[src/rtl/packet_sorter_pkg.sv]
// Shared types and constants for the packet sorter.
package packet_sorter_pkg;

    typedef enum logic [1:0] {
        RECV = 2'd0,
        SORT = 2'd1,
        SEND = 2'd2
    } state_t;

    localparam logic DIR_ASC  = 1'b0;
    localparam logic DIR_DESC = 1'b1;

endpackage

[src/rtl/packet_sorter_if.sv]
// Avalon-ST style streaming bundle; master drives the beat, slave returns ready.
interface packet_sorter_if #(
    parameter int DWIDTH = 8
);
    logic [DWIDTH-1:0] data;
    logic              startofpacket;
    logic              endofpacket;
    logic              valid;
    logic              ready;

    modport master (output data, startofpacket, endofpacket, valid, input ready);
    modport slave  (input data, startofpacket, endofpacket, valid, output ready);
endinterface

[src/rtl/packet_sorter_cmp.sv]
// Combinational compare-and-swap of one word pair; lo_o is the word that belongs first.
module packet_sorter_cmp
    import packet_sorter_pkg::*;
#(
    parameter int DWIDTH = 8
) (
    input  logic [DWIDTH-1:0] a_i,
    input  logic [DWIDTH-1:0] b_i,
    input  logic              dir_i,
    output logic [DWIDTH-1:0] lo_o,
    output logic [DWIDTH-1:0] hi_o,
    output logic              swap_o
);

    // Strict compare only, so equal words keep their order.
    always_comb begin
        swap_o = 1'b0;
        lo_o   = a_i;
        hi_o   = b_i;
        if (dir_i == DIR_ASC) begin
            swap_o = (a_i > b_i);
        end else begin
            swap_o = (a_i < b_i);
        end
        if (swap_o) begin
            lo_o = b_i;
            hi_o = a_i;
        end else begin
            lo_o = a_i;
            hi_o = b_i;
        end
    end

endmodule

[src/rtl/packet_sorter.sv]
// In-place bubble sorter for one sop/eop framed packet of up to 2**AWIDTH words.
// Optional PACKET_SORTER_EARLY_EXIT_EN: stop after a swap-free pass and report swaps_o.
module packet_sorter
    import packet_sorter_pkg::*;
#(
    parameter int DWIDTH = 8,
    parameter int AWIDTH = 4
) (
    input  logic                  clk_i,
    input  logic                  arst_n_i,
    input  logic                  dir_i,
    packet_sorter_if.slave        snk_if,
    packet_sorter_if.master       src_if,
    output logic                  busy_o,
    output logic                  ovf_o
`ifdef PACKET_SORTER_EARLY_EXIT_EN
    ,
    output logic [2*AWIDTH-1:0]   swaps_o
`endif
);

    localparam int              DEPTH   = 1 << AWIDTH;
    localparam logic [AWIDTH:0] DEPTH_L = (AWIDTH+1)'(DEPTH);

    state_t              state_q;
    logic [DWIDTH-1:0]   mem_q [DEPTH];
    logic [AWIDTH:0]     len_q;
    logic [AWIDTH-1:0]   j_q, pass_q, rd_idx_q;
    logic                dir_q, in_pkt_q, ovf_seen_q, pass_swap_q;
    logic                snk_ready_q, src_valid_q, src_sop_q, src_eop_q, busy_q, ovf_q;
    logic [DWIDTH-1:0]   src_data_q;
`ifdef PACKET_SORTER_EARLY_EXIT_EN
    logic [2*AWIDTH-1:0] swaps_q;
`endif

    logic                accept_s, send_s, pass_end_s, last_pass_s, done_s, swap_s;
    logic [AWIDTH-1:0]   j_nxt_s, wr_idx_s;
    logic [AWIDTH:0]     last_j_s;
    logic [DWIDTH-1:0]   lo_s, hi_s, head_s;

    assign accept_s    = snk_if.valid & snk_ready_q;
    assign send_s      = src_valid_q & src_if.ready;
    assign j_nxt_s     = j_q + AWIDTH'(1);
    assign wr_idx_s    = len_q[AWIDTH-1:0];
    assign last_j_s    = len_q - (AWIDTH+1)'(2) - {1'b0, pass_q};
    assign pass_end_s  = ({1'b0, j_q} == last_j_s);
    assign last_pass_s = ({1'b0, pass_q} == (len_q - (AWIDTH+1)'(2)));

    packet_sorter_cmp #(.DWIDTH(DWIDTH)) u_cmp (
        .a_i    (mem_q[j_q]),
        .b_i    (mem_q[j_nxt_s]),
        .dir_i  (dir_q),
        .lo_o   (lo_s),
        .hi_o   (hi_s),
        .swap_o (swap_s)
    );

    // End-of-sort decision and the index-0 word as it stands after this cycle's swap.
    always_comb begin
        done_s = last_pass_s;
        head_s = mem_q[0];
`ifdef PACKET_SORTER_EARLY_EXIT_EN
        done_s = last_pass_s | ~(pass_swap_q | swap_s);
`endif
        if (j_q == AWIDTH'(0)) begin
            head_s = lo_s;
        end else begin
            head_s = mem_q[0];
        end
    end

    // Receive / sort / send state machine with registered stream outputs.
    always_ff @(posedge clk_i or negedge arst_n_i) begin
        if (!arst_n_i) begin
            state_q     <= RECV;
            len_q       <= '0;
            j_q         <= '0;
            pass_q      <= '0;
            rd_idx_q    <= '0;
            dir_q       <= DIR_ASC;
            in_pkt_q    <= 1'b0;
            ovf_seen_q  <= 1'b0;
            pass_swap_q <= 1'b0;
            snk_ready_q <= 1'b1;
            src_valid_q <= 1'b0;
            src_sop_q   <= 1'b0;
            src_eop_q   <= 1'b0;
            src_data_q  <= '0;
            busy_q      <= 1'b0;
            ovf_q       <= 1'b0;
`ifdef PACKET_SORTER_EARLY_EXIT_EN
            swaps_q     <= '0;
`endif
            for (int i = 0; i < DEPTH; i++) begin
                mem_q[i] <= '0;
            end
        end else begin
            ovf_q <= 1'b0;
            case (state_q)
                RECV: begin
                    if (accept_s && snk_if.startofpacket) begin
                        mem_q[0]   <= snk_if.data;
                        len_q      <= (AWIDTH+1)'(1);
                        dir_q      <= dir_i;
                        in_pkt_q   <= ~snk_if.endofpacket;
                        ovf_seen_q <= 1'b0;
                        if (snk_if.endofpacket) begin
                            state_q     <= SEND;
                            snk_ready_q <= 1'b0;
                            busy_q      <= 1'b1;
                            src_valid_q <= 1'b1;
                            src_sop_q   <= 1'b1;
                            src_eop_q   <= 1'b1;
                            src_data_q  <= snk_if.data;
                            rd_idx_q    <= AWIDTH'(1);
                        end
                    end else if (accept_s && in_pkt_q) begin
                        if (len_q < DEPTH_L) begin
                            mem_q[wr_idx_s] <= snk_if.data;
                            len_q           <= len_q + (AWIDTH+1)'(1);
                        end else if (!ovf_seen_q) begin
                            ovf_q      <= 1'b1;
                            ovf_seen_q <= 1'b1;
                        end
                        // A non-sop eop always leaves at least two words.
                        if (snk_if.endofpacket) begin
                            state_q     <= SORT;
                            in_pkt_q    <= 1'b0;
                            snk_ready_q <= 1'b0;
                            busy_q      <= 1'b1;
                            j_q         <= '0;
                            pass_q      <= '0;
                            pass_swap_q <= 1'b0;
`ifdef PACKET_SORTER_EARLY_EXIT_EN
                            swaps_q     <= '0;
`endif
                        end
                    end
                end
                SORT: begin
                    mem_q[j_q]     <= lo_s;
                    mem_q[j_nxt_s] <= hi_s;
`ifdef PACKET_SORTER_EARLY_EXIT_EN
                    if (swap_s) begin
                        swaps_q <= swaps_q + (2*AWIDTH)'(1);
                    end
`endif
                    if (pass_end_s && done_s) begin
                        state_q     <= SEND;
                        src_valid_q <= 1'b1;
                        src_sop_q   <= 1'b1;
                        src_eop_q   <= 1'b0;
                        src_data_q  <= head_s;
                        rd_idx_q    <= AWIDTH'(1);
                    end else if (pass_end_s) begin
                        pass_q      <= pass_q + AWIDTH'(1);
                        j_q         <= '0;
                        pass_swap_q <= 1'b0;
                    end else begin
                        j_q         <= j_nxt_s;
                        pass_swap_q <= pass_swap_q | swap_s;
                    end
                end
                SEND: begin
                    if (send_s && src_eop_q) begin
                        state_q     <= RECV;
                        len_q       <= '0;
                        src_valid_q <= 1'b0;
                        src_sop_q   <= 1'b0;
                        src_eop_q   <= 1'b0;
                        src_data_q  <= '0;
                        snk_ready_q <= 1'b1;
                        busy_q      <= 1'b0;
                        for (int i = 0; i < DEPTH; i++) begin
                            mem_q[i] <= '0;
                        end
                    end else if (send_s) begin
                        src_data_q <= mem_q[rd_idx_q];
                        src_sop_q  <= 1'b0;
                        src_eop_q  <= ({1'b0, rd_idx_q} == (len_q - (AWIDTH+1)'(1)));
                        rd_idx_q   <= rd_idx_q + AWIDTH'(1);
                    end
                end
                default: begin
                    state_q <= RECV;
                end
            endcase
        end
    end

    assign snk_if.ready         = snk_ready_q;
    assign src_if.valid         = src_valid_q;
    assign src_if.data          = src_data_q;
    assign src_if.startofpacket = src_sop_q;
    assign src_if.endofpacket   = src_eop_q;
    assign busy_o               = busy_q;
    assign ovf_o                = ovf_q;
`ifdef PACKET_SORTER_EARLY_EXIT_EN
    assign swaps_o              = swaps_q;
`endif

endmodule

[src/flat_wrapper.sv]
// flat-port wrapper written by rule: the top's interface ports become plain ports
module packet_sorter_flat import packet_sorter_pkg::*;
#(
    parameter int DWIDTH = 8,
    parameter int AWIDTH = 4
)
  (clk_i, arst_n_i, dir_i, busy_o, ovf_o, snk_if_data, snk_if_startofpacket, snk_if_endofpacket, snk_if_valid, snk_if_ready, src_if_data, src_if_startofpacket, src_if_endofpacket, src_if_valid, src_if_ready);
  packet_sorter_if #(.DWIDTH(DWIDTH)) snk_if_i ();
  packet_sorter_if #(.DWIDTH(DWIDTH)) src_if_i ();
  input  logic clk_i;
  input  logic arst_n_i;
  input  logic dir_i;
  output logic busy_o;
  output logic ovf_o;
  input wire logic [$bits(snk_if_i.data)-1:0] snk_if_data;
  input wire logic [$bits(snk_if_i.startofpacket)-1:0] snk_if_startofpacket;
  input wire logic [$bits(snk_if_i.endofpacket)-1:0] snk_if_endofpacket;
  input wire logic [$bits(snk_if_i.valid)-1:0] snk_if_valid;
  output wire logic [$bits(snk_if_i.ready)-1:0] snk_if_ready;
  output wire logic [$bits(src_if_i.data)-1:0] src_if_data;
  output wire logic [$bits(src_if_i.startofpacket)-1:0] src_if_startofpacket;
  output wire logic [$bits(src_if_i.endofpacket)-1:0] src_if_endofpacket;
  output wire logic [$bits(src_if_i.valid)-1:0] src_if_valid;
  input wire logic [$bits(src_if_i.ready)-1:0] src_if_ready;
  assign snk_if_i.data = snk_if_data;
  assign snk_if_i.startofpacket = snk_if_startofpacket;
  assign snk_if_i.endofpacket = snk_if_endofpacket;
  assign snk_if_i.valid = snk_if_valid;
  assign snk_if_ready = snk_if_i.ready;
  assign src_if_data = src_if_i.data;
  assign src_if_startofpacket = src_if_i.startofpacket;
  assign src_if_endofpacket = src_if_i.endofpacket;
  assign src_if_valid = src_if_i.valid;
  assign src_if_i.ready = src_if_ready;
  packet_sorter #(.DWIDTH(DWIDTH), .AWIDTH(AWIDTH)) u_core (.clk_i(clk_i), .arst_n_i(arst_n_i), .dir_i(dir_i), .snk_if(snk_if_i), .src_if(src_if_i), .busy_o(busy_o), .ovf_o(ovf_o));
endmodule
[config.mk]
export PLATFORM = sky130hd
export DESIGN_NAME = packet_sorter_flat
export DESIGN_NICKNAME = d
export VERILOG_FILES = /design/src/rtl/packet_sorter_pkg.sv /design/src/rtl/packet_sorter_if.sv /design/src/rtl/packet_sorter_cmp.sv /design/src/rtl/packet_sorter.sv /design/src/flat_wrapper.sv
export SDC_FILE = /design/constraint.sdc
export NUM_CORES = 1
export LEC_CHECK = 0
export ABC_AREA = 1
export CORE_MARGIN = 2
export CORE_UTILIZATION = 40
export CTS_CLUSTER_SIZE = 40
export DETAILED_ROUTE_END_ITERATION = 7
export GPL_ROUTABILITY_DRIVEN = 1
export HOLD_SLACK_MARGIN = 0.12
export SYNTH_ARGS = -nofsm -noshare
export SYNTH_HDL_FRONTEND = slang
export SYNTH_HIERARCHICAL = 1
export SYNTH_SLANG_ARGS = --single-unit
export TNS_END_PERCENT = 10
[constraint.sdc]
create_clock -name clk_i -period 12.1 [get_ports clk_i]
set_input_delay 1.21 -clock clk_i [delete_from_list [all_inputs] [get_ports clk_i]]
set_output_delay 1.21 -clock clk_i [all_outputs]
set_load 0.05 [all_outputs]
==> results of run 1 <==
==> cell families (layout without fill, tap and decap cells) <==
family	count (synthesis)	in the layout	share of synthesized area, %
adder cells (fa/ha/maj)	33	33	2.80
XOR/XNOR	7	7	0.408
flip-flops	164	164	27.3
buffers and inverters	396	298	11.3
AND/OR/NAND/NOR	852	852	25.0
AO/OA/AOI/OAI	907	907	33.1
==> worst max-delay path: cells and delay by family, from the launching register on <==
| kind | cells | cell delay, ps |
|---|---|---|
| buffers and inverters | 5 | 1650 |
| AOI/OAI and AO/OA | 6 | 1250 |
| adders and majority gates | 1 | 270 |
| DFF | 1 | 740 |
| and+or+nand+nor | 10 | 1960 |
==> final timing paths <==
kind                                                from                        endpoint  slack, ps
setup / recovery               u_core/j_q[0]$_DFFE_PN0P_                        register       6070
hold / removal             u_core/ovf_seen_q$_DFFE_PN0P_          u_core/ovf_o$_DFF_PN0_        460
setup reg to reg               u_core/j_q[0]$_DFFE_PN0P_                        register       6070
hold reg to reg            u_core/ovf_seen_q$_DFFE_PN0P_          u_core/ovf_o$_DFF_PN0_        460
max in group asynchronous                       arst_n_i  u_core/rd_idx_q[1]$_DFFE_PN0P_      10050
min in group asynchronous                       arst_n_i    u_core/pass_q[3]$_DFFE_PN0P_        700
==> per-stage QoR <==
step | setup slack [ps] | hold WS, ps
after CTS | 6400 | 457
after detailed placement | 6420 | 439
after floorplan | 7810 | 412
after global routing | 5710 | 470
final | 6070 | 456
after global placement | 6480 | 427
==> final cells by class <==
cell class	instances	area, sq um
inverter	220	832
timing repair buffer	46	417
sequential	164	4110
tap	468	586
multi-input combinational	1799	9230
clock buffer	19	443
clock inverter	13	171
fill	3846	21000
==> cell usage after synthesis, types with 35 or more instances <==
| master | number | area, sq um |
|---|---|---|
| o211ai_1 | 36 | 270 |
| dfrtp_1 | 163 | 4080 |
| inv_1 | 211 | 792 |
| nor2_1 | 166 | 623 |
| a22oi_1 | 75 | 563 |
| o21ai_0 | 422 | 2110 |
| nand3_1 | 129 | 646 |
| a21oi_1 | 302 | 1510 |
| clkbuf_1 | 110 | 413 |
| nand4_1 | 40 | 250 |
| a21boi_0 | 35 | 263 |
| nand2_1 | 463 | 1740 |
==> layer usage <==
metal  wire length, microns  part of all wire (%)  up-vias  GRT usage [%]
li1                       -                     -     7799              -
met2                  27200                    41     1276           48.4
met1                  26300                    39     7970           46.2
met4                   4700                   7.0        0           21.7
met3                   8890                    13      244           9.50
met5                      0                     0        -              0
==> metrics.cfg, run 1 <==
[outcome]
outcome = finished, final reports clean

[synth]
synth_top_flop_cell = dfrtp_1
syn_nets = 2407
synth_cells = 2359
ys_warn_count = 6
synth-edff-count = 0
synth_area_sq_mm = 0.0150
ys_seq_area_share_pct = 27.3
yosysUniqueCellTypes = 42
avgSynthCellArea_sq_um = 6.36
synth-seq-cells = 164
synthArstFlopShare_pct = 100

[global_route]
antenna_found_initial = 0
grtUsageTotal_pct = 34.4
overflow = 0
grt_max_degree = 77
grt_pass1_wl_microns = 99600
first_global_vias = 15600

[drt]
postRouteAntennaNets = 0
drc = 0
drt_iter0_drc = 2694
totalWireLength_microns = 67100
viasPerCell = 6.34
drt_first_pass_iters = 6
vias = 17300
drt-wirelength-per-cell_microns = 24.6

[finish]
areaGrowthSynthToFinish_pct = 5.16
fin_area_sq_mm = 0.0158
insertedDiodeCount = 0
final_common_cell = nand2_1
fin_util_pct = 42.9
final_nets = 2296
drive_above_1_share_pct = 5.00
final_cell_mix = nand2_1 (462), o21ai_0 (422), a21oi_1 (302)
fin_cells = 2729

[clocking]
cts-buffers-inserted = 17
cts_num_sinks = 164
clockBufferDepth = 2
clockRootBuffer = clkbuf_16
cts_tree = built
postCtsSetupRepairBufs = 0
clk_pin_slew_worst_paths_ps = 80
htreeDepth = 4
clock_latency_ps = 460
cts_resized = 0
cts_hold_buf = 0

[critical_path]
worst-path-max-fanout = 76
critPathMaxStageDelay_ps = 740
critPathLaunchType = register
reg2regPathDepth = 22
path_class = reg2reg
cp.arrival_ps = 6400
path_cells = clkinv_2 > buf_4 > buf_4 > o21ai_0 > a21oi_1 > nor2_1 > nand2_1 > inv_1 > ha_1 > nand2_1 > nor2_2 > a21oi_1 > nand2_4 > nand2_4 > nand2_2 > nand2_1 > inv_1 > nand2_1 > o21ai_0 > nand2_1 > o211ai_1 > a22oi_1
crit_slowest_cell = dfrtp_4
worstSetupEndpointType = register
worst_path_most_repeated_cell = nand2_1
cp_data_required_time_ps = 12470

[floorplanning]
dieArea_sq_mm = 0.0391
die_x_microns = 198
initial_core_util_pct = 40.8
placementRows = 70
fp.dieH_microns = 198
ioPinCount = 29
core_sq_mm = 0.0368

[place]
io_buffers = 28
place_inst = 2697
routabilityCongestion = 1.03
placed_cell_area_sq_mm = 0.0152
place_hpwl_microns = 44200

[timing]
slew_violations = 0
clock.fmax_ghz = 0.166
hold_viol_final = 0
finalCritPeriodShare_pct = 49.8
max_slew_margin_pct = 21.1
fin_skew_ps = 9.96
setup_tns_ps = 0
setup_viol = 0
layout_min_cycle_time_ps = 6030
rsz0062_at_grt = false
tightest_slew_ps = 1180

[run]
cap_viol_max_count = 0

[worst_hold_path]
worstHoldPathCells = 1
hold_class = reg2reg

Power of run 1 is left out: the tool's default activity adds up to more than one toggle a clock period on the data nets, which glitch-free logic cannot reach.
==> inputs of run 2 (changes only) <==
==> constraint.sdc (replaced) <==
create_clock -name clk_i -period 6.27 [get_ports clk_i]
set_input_delay 0.627 -clock clk_i [delete_from_list [all_inputs] [get_ports clk_i]]
set_output_delay 0.627 -clock clk_i [all_outputs]
set_load 0.05 [all_outputs]
==> metrics.cfg, run 2 (synthesis results as in run 1) <==
[critical_path]
critPathBufInv = 6  ; +1
worstSetupEndpointType = register
worst_path_most_repeated_cell = nand2_1
crit_slowest_cell = nand2_1
r2r_start = u_core/j_q[0]$_DFFE_PN0P_
critPathLaunch = u_core/j_q[0]$_DFFE_PN0P_
critPathLaunchType = register
cp.arrival_ps = 5500  ; -900 ps
path_class = reg2reg
crit_family = simple AND/OR/NAND/NOR gates
critPathMaxStageDelay_ps = 540  ; -200 ps
cp_data_required_time_ps = 6640  ; -5830 ps
worst-path-max-fanout = 17  ; -78%

[clocking]
cts_num_sinks = 164  ; unchanged
cts_hold_buf = 0  ; unchanged
clockBufferDepth = 2  ; unchanged
htreeDepth = 4  ; unchanged
clock_latency_ps = 460  ; about the same
cts_tree = built
postCtsSetupRepairBufs = 0  ; unchanged
cts-buffers-inserted = 17  ; unchanged
clockRootBuffer = clkbuf_16
cts_resized = 0  ; unchanged
clk_pin_slew_worst_paths_ps = 60  ; -20 ps

[drt]
drc = 0  ; unchanged
postRouteAntennaNets = 0  ; unchanged
vias = 17400  ; +0.58%
drt_first_pass_iters = 6  ; unchanged
drt_iter0_drc = 2518  ; -6.5%
drt-wirelength-per-cell_microns = 24.9  ; +1.5%
viasPerCell = 6.34  ; about the same
totalWireLength_microns = 68400  ; +2.1%

[floorplanning]
die_x_microns = 198  ; unchanged
fp.dieH_microns = 198  ; unchanged
placementRows = 70  ; unchanged
core_sq_mm = 0.0368  ; unchanged
dieArea_sq_mm = 0.0391  ; unchanged
initial_core_util_pct = 40.8  ; unchanged
ioPinCount = 29  ; unchanged

[place]
place_inst = 2712  ; +0.56%
place_hpwl_microns = 45700  ; +3.2%
pre_cts_slack_ps = 1320  ; -5100 ps
io_buffers = 28  ; unchanged
routabilityCongestion = 1.00  ; -3.1%

[timing]
timing.final.ws_setup_ps = 1140  ; -4930 ps
hold_viol_final = 0  ; unchanged
layout_min_cycle_time_ps = 5130  ; -903 ps
rsz0062_at_grt = false
max_slew_margin_pct = 18.5  ; -2.5 points
slew_violations = 0  ; unchanged
fin_skew_ps = 18.2  ; +8.19 ps
setup_viol = 0  ; unchanged
finalCritPeriodShare_pct = 81.8  ; +32 points
clock.fmax_ghz = 0.195  ; +18%
setup_tns_ps = 0  ; unchanged
tightest_slew_ps = 1220  ; +36.3 ps

[finish]
areaGrowthSynthToFinish_pct = 6.31
final_cell_mix = nand2_1 (462), o21ai_0 (422), a21oi_1 (302)
fin_cells = 2744  ; +0.55%
final_common_cell = nand2_1
final_nets = 2311  ; +0.65%
insertedDiodeCount = 0  ; unchanged
drive_above_1_share_pct = 5.67  ; +0.67 points

[run]
cap_viol_max_count = 0  ; unchanged

[outcome]
outcome = finished, final reports clean

[global_route]
grt_pass1_wl_microns = 102000  ; +2.4%
overflow = 0  ; unchanged
first_global_vias = 15800  ; +1.6%
grtUsageTotal_pct = 35.2  ; +0.82 points
antenna_found_initial = 0  ; unchanged
grt_max_degree = 133  ; +73%

[worst_hold_path]
hold_class = in2async

run 2: cell types whose count changed in the layout (fill, tap and decap cells not counted):
cell / before / now
clkbuf_1: 1 / 0
buf_12: 0 / 2
clkinv_4: 2 / 4
inv_6: 5 / 1
clkinv_2: 2 / 1
clkinvlp_4: 2 / 1
clkbuf_8: 1 / 6
buf_4: 18 / 31
run 2: worst paths after layout:
path | cells past startpoint | slack, ps | to
worst max-delay path | 27 | 1140 | register
worst min-delay path | 1 | 180 | u_core/pass_q[0]$_DFFE_PN0P_
worst max register to register | 27 | 1140 | register
worst min register to register | 1 | 440 | u_core/ovf_o$_DFF_PN0_
max in group asynchronous | 2 | 4770 | asynchronous set/reset pin
min in group clk_i | 1 | 440 | u_core/ovf_o$_DFF_PN0_
run 2: cell type report:
class,count,area (sq um)
clock inverter,9,141
fill,3893,20800
inverter,220,832
multi-input combinational,1799,9230
timing repair buffer,61,554
tap,468,586
clock buffer,23,508
sequential,164,4110
run 2: stage by stage:
stage | area (sq um) | hold slack [ps] | util, %
after floorplan | 15000 | 331 | -
after global placement | 15300 | 434 | 41.6
after detailed placement | 15300 | 427 | 41.6
after CTS | 16000 | 184 | 43.4
after global routing | 16000 | 226 | 43.4
final | 16000 | 182 | 43.4
run 2: metal layers:
metal	GRT usage (%)	vias up	wire length, microns
met5	0	-	0
met4	19.5	0	4180
met3	8.41	225	8270
met2	51.9	1181	28700
met1	47.3	8148	27300
li1	-	7835	-
Power of run 2 is left out for the same reason.
==> variant, RTL diff (flow settings as in run 2) <==
`DWIDTH` is set to 8 in 4 places; all go to 12.
--- a/src/rtl/packet_sorter_if.sv
+++ b/src/rtl/packet_sorter_if.sv
@@ -2,3 +2,3 @@
 interface packet_sorter_if #(
-    parameter int DWIDTH = 8
+    parameter int DWIDTH = 12
 );
--- a/src/rtl/packet_sorter_cmp.sv
+++ b/src/rtl/packet_sorter_cmp.sv
@@ -4,3 +4,3 @@
 #(
-    parameter int DWIDTH = 8
+    parameter int DWIDTH = 12
 ) (
--- a/src/rtl/packet_sorter.sv
+++ b/src/rtl/packet_sorter.sv
@@ -5,3 +5,3 @@
 #(
-    parameter int DWIDTH = 8,
+    parameter int DWIDTH = 12,
     parameter int AWIDTH = 4
--- a/src/flat_wrapper.sv
+++ b/src/flat_wrapper.sv
@@ -3,3 +3,3 @@
 #(
-    parameter int DWIDTH = 8,
+    parameter int DWIDTH = 12,
     parameter int AWIDTH = 4
Interface: changed (resized snk_if_data and src_if_data); port bits go from 29 to 37. The function was not compared with the original's and may differ.
==> variant against run 2 <==
  * Sequential cell count grew 68
  * Utilization shrank 1.1 points
  * Area after synthesis up 44%
  * Final area grew 42%
  * Final cell count grew 42%
  * Routed wire length is 28% higher
  * Worst hold slack better by 0.27 ns
  * Highest routed layer unchanged
  * Global-route usage decreased by 4.8 points
  * First-iteration DRC count grew 36%
  * Synthesized cell count up 43%
  * Worst setup slack worse by 0.26 ns
Power is left out: it rests on default switching activity, and per cell area and clock period it moved more than threefold.
==> variant: results <==
[cts]
clk_path_buf_depth = 3
clk_latency_ns = 0.60
cts_buffers = 30

[global_route]
grt_pass1_vias = 21200
grt_max_degree = 197
antenna_found_initial = 1
grt_usage_pct = 30.4
grt_pass1_wl_mm = 131

[run_status]
status = "finished clean"

[placement]
placed_cells = 3845
port_buffers = 36
place_ws_ns = 1.05
hpwlAfterDp_mm = 57.1
place_area_um2 = 21700

[timing]
fin_skew_ns = 0.0133
slew_headroom_pct = 13.4

[synthesis]
synth_area_leaders = "dfrtp_1, nand2_1, o21ai_0, a21oi_1, a22oi_1"
synth_compound_area_share_pct = 34.9
synthAdderAreaFrac_pct = 2.18
synth_xor_area_share_pct = 0.487
synthTopCellsByCount = "nand2_1, o21ai_0, a21oi_1"
seq_area_frac_synth_pct = 26.9
synth.distinct_cells = 47

[setup_path]
worst-path-max-fanout = 45
crit_arrival_ns = 5.89
slowest_stage = "dfrtp_4"
rrSetupSlack_ns = 0.89
worst-r2r-cell-count = 26

[drt]
drt-total-wl_mm = 87.9
drtIter0Drc = 3434
post_drt_via_cell_ratio = 6.01

[finish]
finalNonFillerCells = 3902
nets = 3238
drive_gt1_share_pct = 7.46

[hold_path]
hp-class = "reg -> reg"
## variant: cell types whose count changed after synthesis, sizes merged, moves of 87 or more
cell / before / now
o21ai: 426 / 628
buf: 65 / 152
o211ai: 36 / 136
nand2: 497 / 826
inv: 217 / 314
a22oi: 75 / 181
## variant: cell type report
| type | count | area [um^2] |
|---|---|---|
| repair buffers | 64 | 603 |
| well taps | 696 | 871 |
| flip-flops and latches | 232 | 5820 |
| inverters | 317 | 1200 |
| clock inverters | 4 | 20.0 |
| multi-input cells | 2537 | 13200 |
| diodes | 1 | 2.50 |
| clock buffers | 51 | 921 |
| fillers | 5674 | 30900 |
## variant: layer usage
metal / routed length, um / up-vias / GRT usage [%]
li1: - / 11100 / -
met2: 39300 / 1257 / 48.5
met1: 35600 / 10900 / 40.1
met5: 0 / - / 0
met3: 8530 / 236 / 5.41
met4: 4420 / 0 / 13.9
## variant: worst max-delay path: cells and delay by family, from the launching register on
kind	cells	cell delay, ns
compound gates	6	0.65
fa+ha+maj	2	0.54
buf+inv	7	1.32
flops	1	0.75
simple gates	11	2.00
## variant: how the worst min path moves through the flow
stage / to / cells past startpoint / from
2_1_floorplan: async pin / 0 / arst_n_i
3_3_place_gp: u_core/ovf_o / 1 / u_core/ovf_seen_q
3_5_place_dp: u_core/ovf_o / 1 / u_core/ovf_seen_q
4_1_cts: u_core/ovf_o / 1 / u_core/ovf_seen_q
5_1_grt: u_core/ovf_o / 1 / u_core/ovf_seen_q
6_report: u_core/ovf_o / 1 / u_core/ovf_seen_q
## variant: what timing repair did
action                     in CTS  in global routing
hold endpoints to repair       66                  0
setup endpoints to repair       0                  0
hold buffers                    1                  0
